## src/rtl/multicycle_controller_if.sv

```systemverilog
// Control/status bundle between the multicycle RV32I controller and its datapath.
// master = controller side, slave = datapath side.
interface multicycle_controller_if #(
   parameter int unsigned CNT_W = 32
);
   logic [6:0]       op;
   logic [2:0]       funct3;
   logic             funct7b5;
   logic             Zero;
   logic             MemRdy;
   logic             PCWrite;
   logic             AdrSrc;
   logic             MemWrite;
   logic             IRWrite;
   logic             RegWrite;
   logic [1:0]       ResultSrc;
   logic [1:0]       ALUSrcA;
   logic [1:0]       ALUSrcB;
   logic [2:0]       ALUControl;
   logic [1:0]       ImmSrc;
   logic             IllegalOp;
   logic [CNT_W-1:0] InstrRet;

   modport master (
      input  op, funct3, funct7b5, Zero, MemRdy,
      output PCWrite, AdrSrc, MemWrite, IRWrite, RegWrite, ResultSrc,
             ALUSrcA, ALUSrcB, ALUControl, ImmSrc, IllegalOp, InstrRet
   );

   modport slave (
      output op, funct3, funct7b5, Zero, MemRdy,
      input  PCWrite, AdrSrc, MemWrite, IRWrite, RegWrite, ResultSrc,
             ALUSrcA, ALUSrcB, ALUControl, ImmSrc, IllegalOp, InstrRet
   );
endinterface

```

## src/rtl/multicycle_controller.sv

```systemverilog
// Moore control FSM for the multicycle RV32I core, with memory-ready wait
// states and a retired-instruction counter.
module multicycle_controller #(
   parameter int unsigned CNT_W = 32
) (
   input  logic                   clk,
   input  logic                   reset,
   multicycle_controller_if.master bus
);

   typedef enum logic [3:0] {
      FETCH    = 4'd0,
      DECODE   = 4'd1,
      MEMADR   = 4'd2,
      MEMREAD  = 4'd3,
      MEMWB    = 4'd4,
      MEMWRITE = 4'd5,
      EXECUTER = 4'd6,
      EXECUTEI = 4'd7,
      ALUWB    = 4'd8,
      JAL      = 4'd9,
      BEQ      = 4'd10
   } state_t;

   state_t           state, state_nx;
   logic [CNT_W-1:0] instr_ret;

   logic       pcupdate, branch, adrsrc, memwrite, irwrite, regwrite;
   logic       illegal, retire;
   logic [1:0] resultsrc, alusrca, alusrcb, aluop;

   always_ff @(posedge clk) begin
      if (reset) begin
         state     <= FETCH;
         instr_ret <= '0;
      end else begin
         state <= state_nx;
         if (retire) instr_ret <= instr_ret + 1'b1;
      end
   end

   always_comb begin
      state_nx  = FETCH;
      pcupdate  = 1'b0;
      branch    = 1'b0;
      adrsrc    = 1'b0;
      memwrite  = 1'b0;
      irwrite   = 1'b0;
      regwrite  = 1'b0;
      illegal   = 1'b0;
      retire    = 1'b0;
      resultsrc = 2'b00;
      alusrca   = 2'b00;
      alusrcb   = 2'b00;
      aluop     = 2'b00;
      case (state)
         FETCH: begin
            alusrcb   = 2'b10;
            resultsrc = 2'b10;
            irwrite   = bus.MemRdy;
            pcupdate  = bus.MemRdy;
            state_nx  = bus.MemRdy ? DECODE : FETCH;
         end
         DECODE: begin
            alusrca = 2'b01;
            alusrcb = 2'b01;
            case (bus.op)
               7'b0000011, 7'b0100011: state_nx = MEMADR;
               7'b0110011:             state_nx = EXECUTER;
               7'b0010011:             state_nx = EXECUTEI;
               7'b1101111:             state_nx = JAL;
               7'b1100011:             state_nx = BEQ;
               default: begin
                  state_nx = FETCH;
                  illegal  = 1'b1;
               end
            endcase
         end
         MEMADR: begin
            alusrca  = 2'b10;
            alusrcb  = 2'b01;
            state_nx = bus.op[5] ? MEMWRITE : MEMREAD;
         end
         MEMREAD: begin
            adrsrc   = 1'b1;
            state_nx = bus.MemRdy ? MEMWB : MEMREAD;
         end
         MEMWB: begin
            resultsrc = 2'b01;
            regwrite  = 1'b1;
            retire    = 1'b1;
         end
         MEMWRITE: begin
            adrsrc   = 1'b1;
            memwrite = 1'b1;
            retire   = bus.MemRdy;
            state_nx = bus.MemRdy ? FETCH : MEMWRITE;
         end
         EXECUTER: begin
            alusrca  = 2'b10;
            aluop    = 2'b10;
            state_nx = ALUWB;
         end
         EXECUTEI: begin
            alusrca  = 2'b10;
            alusrcb  = 2'b01;
            aluop    = 2'b10;
            state_nx = ALUWB;
         end
         ALUWB: begin
            regwrite = 1'b1;
            retire   = 1'b1;
         end
         JAL: begin
            alusrca  = 2'b01;
            alusrcb  = 2'b10;
            pcupdate = 1'b1;
            state_nx = ALUWB;
         end
         BEQ: begin
            alusrca = 2'b10;
            aluop   = 2'b01;
            branch  = 1'b1;
            retire  = 1'b1;
         end
         default: state_nx = FETCH;
      endcase
   end

   // Subtract only for R-type with funct7b5 set; addi ignores instr[30].
   always_comb begin
      bus.ALUControl = 3'b000;
      case (aluop)
         2'b01: bus.ALUControl = 3'b001;
         2'b10: begin
            case (bus.funct3)
               3'b000:  bus.ALUControl = ({bus.op[5], bus.funct7b5} == 2'b11) ? 3'b001 : 3'b000;
               3'b010:  bus.ALUControl = 3'b101;
               3'b110:  bus.ALUControl = 3'b011;
               3'b111:  bus.ALUControl = 3'b010;
               default: bus.ALUControl = 3'b000;
            endcase
         end
         default: bus.ALUControl = 3'b000;
      endcase
   end

   always_comb begin
      case (bus.op)
         7'b0100011: bus.ImmSrc = 2'b01;
         7'b1100011: bus.ImmSrc = 2'b10;
         7'b1101111: bus.ImmSrc = 2'b11;
         default:    bus.ImmSrc = 2'b00;
      endcase
   end

   assign bus.PCWrite   = ~reset & (pcupdate | (branch & bus.Zero));
   assign bus.IRWrite   = ~reset & irwrite;
   assign bus.MemWrite  = ~reset & memwrite;
   assign bus.RegWrite  = ~reset & regwrite;
   assign bus.IllegalOp = ~reset & illegal;
   assign bus.AdrSrc    = adrsrc;
   assign bus.ResultSrc = resultsrc;
   assign bus.ALUSrcA   = alusrca;
   assign bus.ALUSrcB   = alusrcb;
   assign bus.InstrRet  = instr_ret;

endmodule

```

## src/flat_wrapper.sv

```systemverilog
// flat-port wrapper written by rule: the top's interface ports become plain ports
module multicycle_controller_flat 
#(
   parameter int unsigned CNT_W = 32
)
  (clk, reset, bus_op, bus_funct3, bus_funct7b5, bus_Zero, bus_MemRdy, bus_PCWrite, bus_AdrSrc, bus_MemWrite, bus_IRWrite, bus_RegWrite, bus_ResultSrc, bus_ALUSrcA, bus_ALUSrcB, bus_ALUControl, bus_ImmSrc, bus_IllegalOp, bus_InstrRet);
  multicycle_controller_if #(.CNT_W(CNT_W)) bus_i ();
  input  logic clk;
  input  logic reset;
  input wire logic [$bits(bus_i.op)-1:0] bus_op;
  input wire logic [$bits(bus_i.funct3)-1:0] bus_funct3;
  input wire logic [$bits(bus_i.funct7b5)-1:0] bus_funct7b5;
  input wire logic [$bits(bus_i.Zero)-1:0] bus_Zero;
  input wire logic [$bits(bus_i.MemRdy)-1:0] bus_MemRdy;
  output wire logic [$bits(bus_i.PCWrite)-1:0] bus_PCWrite;
  output wire logic [$bits(bus_i.AdrSrc)-1:0] bus_AdrSrc;
  output wire logic [$bits(bus_i.MemWrite)-1:0] bus_MemWrite;
  output wire logic [$bits(bus_i.IRWrite)-1:0] bus_IRWrite;
  output wire logic [$bits(bus_i.RegWrite)-1:0] bus_RegWrite;
  output wire logic [$bits(bus_i.ResultSrc)-1:0] bus_ResultSrc;
  output wire logic [$bits(bus_i.ALUSrcA)-1:0] bus_ALUSrcA;
  output wire logic [$bits(bus_i.ALUSrcB)-1:0] bus_ALUSrcB;
  output wire logic [$bits(bus_i.ALUControl)-1:0] bus_ALUControl;
  output wire logic [$bits(bus_i.ImmSrc)-1:0] bus_ImmSrc;
  output wire logic [$bits(bus_i.IllegalOp)-1:0] bus_IllegalOp;
  output wire logic [$bits(bus_i.InstrRet)-1:0] bus_InstrRet;
  assign bus_i.op = bus_op;
  assign bus_i.funct3 = bus_funct3;
  assign bus_i.funct7b5 = bus_funct7b5;
  assign bus_i.Zero = bus_Zero;
  assign bus_i.MemRdy = bus_MemRdy;
  assign bus_PCWrite = bus_i.PCWrite;
  assign bus_AdrSrc = bus_i.AdrSrc;
  assign bus_MemWrite = bus_i.MemWrite;
  assign bus_IRWrite = bus_i.IRWrite;
  assign bus_RegWrite = bus_i.RegWrite;
  assign bus_ResultSrc = bus_i.ResultSrc;
  assign bus_ALUSrcA = bus_i.ALUSrcA;
  assign bus_ALUSrcB = bus_i.ALUSrcB;
  assign bus_ALUControl = bus_i.ALUControl;
  assign bus_ImmSrc = bus_i.ImmSrc;
  assign bus_IllegalOp = bus_i.IllegalOp;
  assign bus_InstrRet = bus_i.InstrRet;
  multicycle_controller #(.CNT_W(CNT_W)) u_core (.clk(clk), .reset(reset), .bus(bus_i));
endmodule
```

## config.mk

```make
export PLATFORM = sky130hd
export DESIGN_NAME = multicycle_controller_flat
export DESIGN_NICKNAME = d
export VERILOG_FILES = /design/src/rtl/multicycle_controller_if.sv /design/src/rtl/multicycle_controller.sv /design/src/flat_wrapper.sv
export SDC_FILE = /design/constraint.sdc
export NUM_CORES = 1
export LEC_CHECK = 0
export ABC_CLOCK_PERIOD_IN_PS = 1870
export CORE_MARGIN = 10
export CORE_UTILIZATION = 43
export DETAILED_ROUTE_END_ITERATION = 16
export MAX_ROUTING_LAYER = met4
export PLACE_DENSITY_LB_ADDON = 0.08
export SYNTH_ARGS = -nofsm -noshare
export SYNTH_HDL_FRONTEND = slang
export SYNTH_SLANG_ARGS = --single-unit
```

## constraint.sdc

```tcl
create_clock -name clk -period 1.87 [get_ports clk]
set_input_delay 0.2805 -clock clk [delete_from_list [all_inputs] [get_ports clk]]
set_output_delay 0.2805 -clock clk [all_outputs]
set_load 0.02 [all_outputs]
```

# == Word level (Yosys, flattened, before mapping) ==
# Index checks and enable logic that the tools add are counted.
# totals
reg_bits,36
input_bits,15
output_inout_bits,49
elab_cells,69
# op_classes
addsub,1
n_eq_ne,22
mux,23
bitwise,8
n_reduce_logical,13
# ops
cell,n
$add 32x1->32 const B,1
$pmux 4 s6,1
$pmux 4 s5,1
$eq 4x3->1 const B,4
$pmux 2 s2,4
$eq 7x6->1 const B,2
$eq 7x7->1 const B,2
$eq 4x4->1 const B,3
$pmux 3 s4,1
$reduce_or 2->1,6
$mux 1,9
$mux 3,3
$reduce_or 3->1,3
$eq 4x2->1 const B,2
$eq 7x2->1 const B,1
$eq 7x5->1 const B,1
$and 1x1->1,6
$eq 3x3->1 const B,2
$pmux 2 s3,1
$pmux 3 s2,1
$reduce_or 6->1,1
$eq 2x2->1 const B,2
$eq 4x1->1 const B,1
$logic_not 4->1,1
7 further kinds,8

# == Longest topological paths before layout ==
# depth
ltp_word,5
depth_mapped,8
depth_no_buf,6

# == Worst setup path before layout ==
# No wires, ideal clock.
# synth_timing
path_kind,register -> output
start,reg u_core.state[1]
end,out bus_ALUControl[2]
arrival_time_ns,2.170
t_required_ns,1.590
setup_slack_ns,-0.580
stages_incl_launch_ff,7
n_path_buf,2
path_cell_list,dfxtp_1 > buf_2 > clkbuf_1 > nor3b_1 > nand2_1 > ha_1 > nor4_1
# synth_between
elab_chain_cells,5
elab_cells_between_ends,8
cone_classes,5 x eq/ne; 2 x mux; 1 x reduce/logical
# synth_rtl
element,line_no,source
"start, declared",multicycle_controller.sv:25,"state_t state, state_nx;"
"start signal, assigned",multicycle_controller.sv:37,state <= state_nx;
$eq 4x3->1,multicycle_controller.sv:56,case (state)
$reduce_or 2->1 (no source line),--,
$pmux 2 s2 *,multicycle_controller.sv:56,
$eq 2x2->1 or $eq 2x1->1 (tied branches),multicycle_controller.sv:133,case (aluop)
$pmux 3 s2 *,multicycle_controller.sv:133,
"end, declared",flat_wrapper.sv:23,output wire logic [$bits(bus_i.ALUControl)-1:0] bus_ALUControl;
# Every way passes the cells marked *; elsewhere a longest branch is shown, timed or not.

# == Worst setup path in the final report ==
# layout_timing
start,reg u_core.state[3]
end,"reg u_core.instr_ret[12], in the netlist u_core.bus.InstrRet[12]"
# layout_between
elab_chain_cells,3
elab_cells_between_ends,6
cone_classes,4 x eq/ne; 1 x mux; 1 x reduce/logical
# layout_rtl
element,line_no,source
$eq 4x4->1 or $eq 4x3->1 (tied branches),multicycle_controller.sv:56,
$reduce_or 3->1 (no source line),--,
$pmux 1 s2 *,multicycle_controller.sv:56,
"end signal, assigned",multicycle_controller.sv:38,if (retire) instr_ret <= instr_ret + 1'b1;
"end, declared",multicycle_controller.sv:26,logic [CNT_W-1:0] instr_ret;
# Marks and branches as above.
# A chain may end at the register's enable or synchronous reset.

==> out/results.ini <==
[worst_setup_path]
cp_data_arrival_time_ps = 2170
start_kind = flip-flop
crit_path_max_fanout = 19
worstPathRequired_ps = 2100
endpoint_kind = flip-flop
criticalPathCategory = flip-flop to flip-flop

[synth]
synth_edf_count = 0
ys_types = 48
yosysSeqAreaShare_pct = 31.77
yosys_register_bits = 36
ys_warn_count = 0
synthXorXnorAreaFrac_pct = 3.089
synth_nets = 301
synth_adder_area_share_pct = 1.655
synthFlopType = dfxtp_1
synth_top_family_by_area = simple AND/OR/NAND/NOR gates
synthesis.area_mm2 = 0.002268
synth_compound_area_share_pct = 16.71
synthSimpleGateAreaFrac_pct = 36.35
synthMuxAreaShare_pct = 5.405
ys_async_sr_fraction_pct = 0
syn-instance-count = 283
avgSynthCellArea_um2 = 8.016

[timing]
fmax_mhz = 513.6
finalCritPeriodShare_pct = 104.1
setup_viol = 17
timing.final.ws_setup_ps = -77.12
hold_violations = 0
slew_violations = 0
worstMarginPinSlew_ps = 356.0
period_minus_slack_ps = 1947
rsz0062_at_grt = yes
relSlewSlack_pct = 75.65
skew_ps = 9.899

[placement]
place_congestion = 0.8562
dpl_worst_slack_ps = -441.8
postPlaceCellArea_mm2 = 0.003510
io_buffers = 63
post-place-cells = 469
hpwlAfterDp_um = 5484

[routing]
routed_wl_um = 9124
drcViolationCount = 0
drt-pass1-iter-count = 5
vias = 2877
ant_nets = 0
first_iter_violations = 174
routedWlPerCell_um = 18.10
vias_per_cell = 5.708

[grt]
grt_pass1_wl_um = 13380
grt_max_degree = 26
grt_usage_pct = 19.01
grt_pass1_vias = 2826
antenna_found_initial = 0
grt-ovfl-total = 0

[worst_hold_path]
hp-class = primary input to flip-flop

[layout]
layout_commonest_cell = buf_4
fill_cells = 324
fin_nets = 451
post-route-util_pct = 81.50
final_cell_count_no_fill = 504
diodes = 0
final_area_mm2 = 0.004163
syn_to_final_growth_pct = 83.51
drive_above_1_share_pct = 44.01
layout_common_cells = buf_4, clkdlybuf4s50_1, dfxtp_1

[clock_tree]
cts_tree = done
cts_buffers = 5
insertion_delay_ps = 290
clk_pin_slew_worst_paths_ps = 80
cts-root-buf = clkbuf_8
cts_num_sinks = 36
h-tree-depth = 2
cts_max_path_buffers = 2

[flow_run]
maxCapViolCount = 0

[power]
leakage_nw = 1.743
clkPwrFrac_pct = 38.4
internal_power_w = 0.001167
p_seq_share_pct = 48.6
p_comb_share_pct = 13.0
total_power_w = 0.001574
switching_power_w = 0.0004072
power_density_mw_per_mm2 = 378.2
swShare_pct = 25.87
ir_drop_mv = 0.3113

[floorplanning]
die_area_mm2 = 0.008580
coreArea_mm2 = 0.005107
initial_core_util_pct = 44.41
die_h_um = 92.63
rows = 26
fp.dieW_um = 92.63
io_pins = 64

[status]
violations = setup timing
outcome = complete, but fails checks

==> stage by stage <==
step | hold WS [ps] | setup TNS, ps
5_1_grt | 506.2 | -2730
3_3_place_gp | 467.0 | -8935
4_1_cts | 500.6 | -1434
3_5_place_dp | 484.8 | -9807
2_1_floorplan | 462.2 | -1782
6_report | 493.3 | -975.4
==> area by class of cell <==
class                   count  area [um^2]  share of cell area [%]
repair buffers            160         1414                   33.96
flip-flops and latches     36        738.2                   17.73
clock inverters             1        7.507                  0.1803
inverters                  10        37.54                  0.9017
multi-input cells         220         1792                   43.04
clock buffers               7        86.33                   2.074
well taps                  70        87.58                   2.104
==> cells by family after synthesis <==
kind of cell / count (synthesis)
simple gates: 139
fa+ha+maj: 3
flops: 36
mux: 11
buf+inv: 27
compound gates: 59
xor+xnor: 8
==> metal layers <==
layer	GRT usage (%)	part of all wire, %	vias to the layer above	wire length, um
met3	3.955	7.1	21	649
li1	-	-	1359	-
met5	-	0	-	0
met1	22.43	39	1386	3563
met2	32.24	52	111	4712
met4	4.756	2.2	0	199
==> synthesized netlist by cell type, drive strengths merged (2+ instances only) <==
library cell,number,share of area (%)
dfxtp,36,32
nor2,25,4.1
a21oi,21,4.6
nand2,14,2.3
o31ai,14,4.6
buf,11,2.4
nand4,11,3.0
nor3,11,2.6
or4,11,3.6
and3,10,2.8
inv,10,1.7
mux2,10,5.0
nand3,10,2.2
o21ai,10,2.2
nor2b,8,2.2
nor4,8,2.2
or3,7,1.9
clkbuf,6,0.99
nor3b,6,2.2
xor2,6,2.3
nand2b,4,1.1
and4,3,1.2
ha,3,1.7
nor4b,3,1.8
a2bb2oi,2,0.77
a31oi,2,0.55
and2,2,0.55
and3b,2,0.77
o21a,2,0.66
o311ai,2,1.1
xnor2,2,0.77
==> power by group through the flow <==
stage                     clock [W]  sequential [W]  combinational [W]
after global placement            0        0.000787           0.000172
after floorplan                   0        0.000788          0.0000690
after global routing       0.000644        0.000766           0.000217
final                      0.000604        0.000766           0.000204
after detailed placement          0        0.000787           0.000174
after CTS                  0.000604        0.000769           0.000181
==> registers in the layout, summed over array words and instances (netlist names) <==
name and cells:
u_core.state 4, u_core.bus.InstrRet 32
==> worst paths after layout <==
kind | to | slack (ps) | cells after the start | from
max | u_core.bus.InstrRet[12]$_SDFFE_PP0P_ | -80 | 7 | u_core.state[3]$_SDFF_PP0_
min | u_core.state[0]$_SDFF_PP0_ | 490 | 4 | bus_op[2]
min reg2reg | u_core.bus.InstrRet[19]$_SDFFE_PP0P_ | 510 | 2 | u_core.bus.InstrRet[19]$_SDFFE_PP0P_
max reg2reg | u_core.bus.InstrRet[12]$_SDFFE_PP0P_ | -80 | 7 | u_core.state[3]$_SDFF_PP0_
==> worst max-delay path: stages, from the launching register on <==
cell and delay, ps:
dfxtp_4 370, buf_6 130, nor4b_4 350, buf_4 190, nor3_4 60, buf_12 150
or4_1 500, a21oi_1 130
==> repair_timing <==
item | in CTS | in global routing
hold buffers | 0 | 0
buffers inserted | 15 | 12
cloned | 1 | 0
pin swaps | 8 | 30
setup endpoints to repair | 40 | 43
resized for setup | 89 | 84
endpoints found under the hold margin | 0 | 0
No activity file was read; power rests on OpenSTA's default activity.
